<file path="src/rtl/simple_mul_if.sv">
// simple_mul_if: start/busy handshake and hi/lo result bus for the iterative multiplier.
interface simple_mul_if #(
  parameter int unsigned WIDTH = 32
);
  logic [WIDTH-1:0] A;
  logic [WIDTH-1:0] B;
  logic             sign;
  logic             start;
  logic             busy;
  logic             done;
  logic [WIDTH-1:0] hi;
  logic [WIDTH-1:0] lo;

  modport master (output A, B, sign, start, input busy, done, hi, lo);
  modport slave  (input A, B, sign, start, output busy, done, hi, lo);
endinterface

</file>
<file path="src/rtl/simple_mul.sv">
// simple_mul: iterative shift-add multiplier, full 2*WIDTH product on hi/lo.
// Retires BITS_PER_CYC multiplier bits per cycle; one op in flight, start restarts.
// Optional: define MUL_EARLY_OUT_EN to finish as soon as the remaining multiplier bits are zero.
module simple_mul #(
  parameter int unsigned WIDTH        = 32,
  parameter int unsigned BITS_PER_CYC = 1
) (
  input  logic        clk,
  input  logic        rst,
  simple_mul_if.slave bus
);

  localparam int unsigned STEPS = WIDTH / BITS_PER_CYC;
  localparam int unsigned CNT_W = $clog2(STEPS + 1);

  if (!((BITS_PER_CYC == 1) || (BITS_PER_CYC == 2) || (BITS_PER_CYC == 4)) ||
      ((WIDTH % BITS_PER_CYC) != 0)) begin : g_bad_cfg
    $error("simple_mul: BITS_PER_CYC must be 1, 2 or 4 and divide WIDTH");
  end

  typedef enum logic {IDLE, RUN} state_t;

  state_t               r_state;
  state_t               w_state_nxt;
  logic [2*WIDTH-1:0]   r_mcand;
  logic [2*WIDTH-1:0]   r_acc;
  logic [2*WIDTH-1:0]   w_partial;
  logic [2*WIDTH-1:0]   w_acc_nxt;
  logic [WIDTH-1:0]     r_mplier;
  logic [WIDTH-1:0]     w_mplier_nxt;
  logic [WIDTH-1:0]     w_abs_a;
  logic [WIDTH-1:0]     w_abs_b;
  logic [WIDTH-1:0]     r_hi;
  logic [WIDTH-1:0]     r_lo;
  logic [CNT_W-1:0]     r_cnt;
  logic                 r_neg;
  logic                 r_done;
  logic                 w_last;
  logic                 w_finish;

  // Operand magnitudes; the most negative value maps onto itself, read as unsigned.
  always_comb begin
    w_abs_a = (bus.sign && bus.A[WIDTH-1]) ? -bus.A : bus.A;
    w_abs_b = (bus.sign && bus.B[WIDTH-1]) ? -bus.B : bus.B;
  end

  // One step: add the multiplicand multiples selected by the low multiplier bits.
  // The multiplicand register is pre-shifted each step instead of tracking a shift amount.
  always_comb begin
    w_partial = '0;
    for (int unsigned j = 0; j < BITS_PER_CYC; j++) begin
      if (r_mplier[j]) w_partial = w_partial + (r_mcand << j);
    end
    w_acc_nxt    = r_acc + w_partial;
    w_mplier_nxt = r_mplier >> BITS_PER_CYC;
  end

  // Last-step detection.
  always_comb begin
`ifdef MUL_EARLY_OUT_EN
    w_last = (r_cnt == CNT_W'(1)) || (w_mplier_nxt == '0);
`else
    w_last = (r_cnt == CNT_W'(1));
`endif
  end

  // State register.
  always_ff @(posedge clk or posedge rst) begin
    if (rst) r_state <= IDLE;
    else     r_state <= w_state_nxt;
  end

  // Next state; start always wins, including over the finishing step.
  always_comb begin
    w_state_nxt = r_state;
    w_finish    = 1'b0;
    case (r_state)
      IDLE: if (bus.start) w_state_nxt = RUN;
      RUN: begin
        if (bus.start) begin
          w_state_nxt = RUN;
        end else if (w_last) begin
          w_state_nxt = IDLE;
          w_finish    = 1'b1;
        end
      end
      default: w_state_nxt = IDLE;
    endcase
  end

  // Datapath: latch on start, accumulate while running, publish the result on finish.
  always_ff @(posedge clk or posedge rst) begin
    if (rst) begin
      r_mcand  <= '0;
      r_mplier <= '0;
      r_acc    <= '0;
      r_cnt    <= '0;
      r_neg    <= 1'b0;
      r_hi     <= '0;
      r_lo     <= '0;
      r_done   <= 1'b0;
    end else begin
      r_done <= w_finish;
      if (bus.start) begin
        r_mcand  <= {{WIDTH{1'b0}}, w_abs_a};
        r_mplier <= w_abs_b;
        r_acc    <= '0;
        r_cnt    <= CNT_W'(STEPS);
        r_neg    <= bus.sign & (bus.A[WIDTH-1] ^ bus.B[WIDTH-1]);
      end else if (r_state == RUN) begin
        r_acc    <= w_acc_nxt;
        r_mcand  <= r_mcand << BITS_PER_CYC;
        r_mplier <= w_mplier_nxt;
        r_cnt    <= r_cnt - CNT_W'(1);
        if (w_finish) {r_hi, r_lo} <= r_neg ? -w_acc_nxt : w_acc_nxt;
      end
    end
  end

  assign bus.busy = (r_state == RUN);
  assign bus.done = r_done;
  assign bus.hi   = r_hi;
  assign bus.lo   = r_lo;

endmodule

</file>
<file path="src/flat_wrapper.sv">
// flat-port wrapper written by rule: the top's interface ports become plain ports
module simple_mul_flat 
#(
  parameter int unsigned WIDTH        = 32,
  parameter int unsigned BITS_PER_CYC = 1
)
  (clk, rst, bus_A, bus_B, bus_sign, bus_start, bus_busy, bus_done, bus_hi, bus_lo);
  simple_mul_if #(.WIDTH(WIDTH)) bus_i ();
  input  logic clk;
  input  logic rst;
  input wire logic [$bits(bus_i.A)-1:0] bus_A;
  input wire logic [$bits(bus_i.B)-1:0] bus_B;
  input wire logic [$bits(bus_i.sign)-1:0] bus_sign;
  input wire logic [$bits(bus_i.start)-1:0] bus_start;
  output wire logic [$bits(bus_i.busy)-1:0] bus_busy;
  output wire logic [$bits(bus_i.done)-1:0] bus_done;
  output wire logic [$bits(bus_i.hi)-1:0] bus_hi;
  output wire logic [$bits(bus_i.lo)-1:0] bus_lo;
  assign bus_i.A = bus_A;
  assign bus_i.B = bus_B;
  assign bus_i.sign = bus_sign;
  assign bus_i.start = bus_start;
  assign bus_busy = bus_i.busy;
  assign bus_done = bus_i.done;
  assign bus_hi = bus_i.hi;
  assign bus_lo = bus_i.lo;
  simple_mul #(.WIDTH(WIDTH), .BITS_PER_CYC(BITS_PER_CYC)) u_core (.clk(clk), .rst(rst), .bus(bus_i));
endmodule
</file>
<file path="config.mk">
export PLATFORM = sky130hd
export DESIGN_NAME = simple_mul_flat
export DESIGN_NICKNAME = d
export VERILOG_FILES = /design/src/rtl/simple_mul_if.sv /design/src/rtl/simple_mul.sv /design/src/flat_wrapper.sv
export SDC_FILE = /design/constraint.sdc
export NUM_CORES = 1
export LEC_CHECK = 0
export ABC_AREA = 1
export BUFFER_PORTS_ARGS = -buffer_cell sky130_fd_sc_hd__buf_2
export CORE_UTILIZATION = 45
export DETAILED_ROUTE_END_ITERATION = 8
export GPL_TIMING_DRIVEN = 0
export PLACE_DENSITY_LB_ADDON = 0.15
export SYNTH_ARGS = -nofsm -noshare
export SYNTH_HDL_FRONTEND = slang
export SYNTH_SLANG_ARGS = --single-unit
export TNS_END_PERCENT = 30
</file>
<file path="constraint.sdc">
create_clock -name clk -period 6.65 [get_ports clk]
set_input_delay 0.665 -clock clk [delete_from_list [all_inputs] [get_ports clk]]
set_output_delay 0.665 -clock clk [all_outputs]
set_load 0.005 [all_outputs]
</file>
==> results.yml <==
floorplan:
  dieHeight_um: 209
  i_o_pin_total: 134
  design.die.area_mm2: 0.0437
  num_rows: 75
  chipWidth_um: 209
  initial_utilization_pct: 45.7
  placeableCoreArea_mm2: 0.0421
routing:
  detail_route.wl_per_cell_um: 17.7
  drt.antenna.violating_nets: 0
  postRouteWirelength_um: 69400
  drt_iter0_drc: 1668
  avgViaCountPerCell: 5.26
  detail_route.drc_violations: 0
  first_pass_detailed_route_iteration_total: 5
  detailroute.via_count: 20700
setup_path:
  crit_buf_inv: 4
  critical_path_arrival_ns: 5.09
  path_class: "flop to flop"
  timing.critical_path.cells: "clkbuf_1 -> clkbuf_1 -> nand2_1 -> inv_1 -> ha_1 -> inv_1 -> fa_1 -> nand3b_1 -> nand2_1 -> nand3_1 -> nand3_2 -> nand2_1 -> nand2_1 -> nand2_1 -> nand2_1 -> nand2_1 -> nor2_1 -> nand2_1 -> nor2_2 -> nand3_2 -> nand2_2 -> nand3_1 -> nand3_1 -> nand2_1"
  crit_required_ns: 7.11
  critPathLaunchType: "flop"
  setup.reg_to_reg.worst_slack_ns: 2.02
  crit_path_max_incr_delay_ns: 0.48
  critPathMaxFanout: 10
  crit_family: "simple AND/OR/NAND/NOR gates"
  cp-end-kind: "flop"
  crit_path_top_delay_cell: "clkbuf_1"
  timing.critical_path.mode_cell: "nand2_1"
outcome:
  result_of_the_run: "finished clean"
power_and_ir_drop:
  power_switching_share_pct: 38.5
  clock_power_share_pct: 31.2
  power.share.combinational_pct: 33.9
  leakagePower_uw: 0.0124
  p_seq_share_pct: 34.9
  peakVddDrop_uv: 165
  cellPowerDensity_mw_per_mm2: 247
  intPower_uw: 3300
  switching_power_uw: 2060
global_routing:
  grt_max_degree: 45
  globalRouteOverflowTotal: 0
  track_usage_pct: 31.8
  grt_pass1_wl_um: 107000
  first_global_vias: 19500
  grt_antenna_before_repair: 0
yosys:
  seq_area_frac_synth_pct: 30.2
  synth_async_sr_flop_share_pct: 100
  yosysWarningCount: 0
  synth_compound_gate_area_share_pct: 10.6
  syn-mean-instance-area_um2: 6.03
  synth_flop_cell: "dfrtp_1"
  synth_cell_types: 47
  synth_area_mm2: 0.0193
  synthMuxAreaShare_pct: 0
  synthesis.instances: 3198
  synth_seq_cells: 233
  post_synthesis_share_of_cell_area_spent_on_full_adders_half_adders_and_majority_gates_pct: 4.52
  synth_top_family_by_area: "simple AND/OR/NAND/NOR gates"
  synth_xor_area_share_pct: 2.54
  synth-simple-area-share_pct: 39.2
  synth_fp_nets: 3335
  edff_count_synth: 0
layout:
  final-seq-area_mm2: 0.00583
  final_cell_mix: "nand2_1, inv_1, nor2_1"
  area_growth_pct: 12.8
  mostFrequentLayoutCell: "nand2_1"
  multi_input_comb_area_mm2: 0.0110
  final_layout_size_suffix_gt1_share_pct: 8.50
  antenna_cells: 0
  number_of_fill_cells: 4463
  final_net_count: 3504
timing:
  final_min_period_over_clock_period_pct: 69.7
  post-route-min-period_ns: 4.63
  layout_setup_ws_ns: 2.02
  timing.slew.headroom_pct: 35.5
  fin_worst_skew_ns: 0.0172
  fmaxAchievable_mhz: 216
  worst-slew-pin-transition_ns: 0.963
  totalNegativeSetupSlack_ns: 0
  final-max-slew-violation-count: 0
  rsz0062_at_grt: "no"
  finalSetupViolations: 0
  hold_viol_final: 0
clock_tree:
  tritoncts_clock_tree: "yes"
  cts_made_buffers: 28
  postCtsSetupBuffers: 0
  cts_buffer_depth: 3
  clkSlewWorstSetupHoldPaths_ns: 0.06
  cts-resized-gates: 0
  worst_skew_pair.late_latency_ns: 0.57
  clock-root-buffer: "clkbuf_16"
  cts_htree_levels: 1
  cts_num_sinks: 233
placement:
  routabilityCongestion: 1.02
  io_buffer_count: 132
  detailedPlacementHpwl_um: 57800
  setup_slack_placement_ns: 2.02
job:
  cap_violations: 0
worst_hold_path:
  timing.hold.worst.class: "input pin to flop"
[per-stage QoR]
stage / cells / hold WS [ns] / power [uW] / area (um2) / utilization, %
finish: 3928 / 0.404 / 5370 / 21700 / 51.6
global route: 3928 / 0.396 / 5690 / 21700 / 51.6
CTS: 3928 / 0.380 / 5370 / 21700 / 51.6
detailed placement: 3875 / 0.461 / 3690 / 20700 / 49.2
global placement: 3869 / 0.458 / 3640 / 20600 / 48.9
floorplan: 3198 / 0.453 / 3010 / 19300 / -
[power by group through the flow]
stage / Sequential [uW] / Combinational (uW) / Clock, uW
5_1_grt: 1900 / 2050 / 1740
6_report: 1870 / 1820 / 1670
3_3_place_gp: 1880 / 1760 / 0
3_5_place_dp: 1890 / 1800 / 0
4_1_cts: 1870 / 1810 / 1690
2_1_floorplan: 1870 / 1140 / 0
[state kept, by name (all words and copies together), names as in the netlist]
| signal | count |
|---|---|
| u_core.r_acc | 64 |
| u_core.r_mcand | 64 |
| u_core.bus.hi | 32 |
| u_core.bus.lo | 32 |
| u_core.r_mplier | 32 |
| u_core.r_cnt | 6 |
| u_core.bus.busy | 1 |
| u_core.bus.done | 1 |
| u_core.r_neg | 1 |
[final cells by class]
type	count	area share [%]
Buffer	82	1.44
Clock buffer	32	3.48
Clock inverter	20	1.13
Inverter	579	10.0
Multi-Input combinational cell	2304	50.4
Sequential cell	233	26.8
Tap cell	539	3.10
Timing Repair Buffer	139	3.64
[path summary, 6_finish.rpt]
check	startpoint	to	cells past startpoint
hold / removal	bus_B[29]	u_core.r_mplier[29]$_DFFE_PP0P_	3
min in group asynchronous	rst	u_core.r_mcand[9]$_DFFE_PP0P_	3
setup reg to reg	u_core.r_mplier[0]$_DFFE_PP0P_	u_core.bus.hi[31]$_DFFE_PP0P_	24
hold reg to reg	u_core.bus.hi[21]$_DFFE_PP0P_	u_core.bus.hi[21]$_DFFE_PP0P_	2
max in group asynchronous	rst	u_core.bus.hi[23]$_DFFE_PP0P_	7
setup / recovery	u_core.r_mplier[0]$_DFFE_PP0P_	u_core.bus.hi[31]$_DFFE_PP0P_	24
[cells in the mapped netlist (13+ instances only)]
cell type | n | area share [%]
nor2_2 | 20 | 0.65
a21oi_1 | 74 | 1.9
o22ai_1 | 18 | 0.58
nand2_2 | 30 | 0.97
clkbuf_1 | 71 | 1.4
dfrtp_1 | 233 | 30
o221ai_1 | 39 | 1.8
nand2_1 | 1221 | 24
inv_2 | 14 | 0.27
o21ai_0 | 196 | 5.1
nand3_1 | 201 | 5.2
inv_1 | 562 | 11
nor3_1 | 29 | 0.75
xnor2_1 | 17 | 0.77
nand4_1 | 34 | 1.1
ha_1 | 68 | 4.4
xor2_1 | 39 | 1.8
nor2_1 | 237 | 4.6
nand3_2 | 13 | 0.68
[worst reg2reg max path: stages, from the launching register on]
cell and delay (ns):
dfrtp_1 0.35, clkbuf_1 0.48, clkbuf_1 0.44, nand2_1 0.10
inv_1 0.07, ha_1 0.17, inv_1 0.08, fa_1 0.43
nand3b_1 0.21, nand2_1 0.14, nand3_1 0.15, nand3_2 0.16
nand2_1 0.09, nand2_1 0.18, nand2_1 0.08, nand2_1 0.26
nand2_1 0.15, nor2_1 0.18, nand2_1 0.08, nor2_2 0.21
nand3_2 0.14, nand2_2 0.14, nand3_1 0.09, nand3_1 0.11
nand2_1 0.05
[cells by family after synthesis]
group,after synthesis
DFF,233
AOI/OAI and AO/OA,358
buffers and inverters,661
xor gates and xnor gates,56
adders and majority gates,69
and+or+nand+nor,1821
[routing by layer]
layer	vias to the layer above	routed length [um]	global-route usage [%]
met2	678	31000	51.8
met5	-	0	0
met3	115	4170	4.04
li1	10300	-	-
met1	9576	32000	43.8
met4	0	2200	9.74
[repair_timing]
item,CTS,global route
endpoints found under the hold margin,3,0
hold buffers,1,0
endpoints found under the setup margin,0,0
Note: power is estimated with default switching activity, not from simulation.
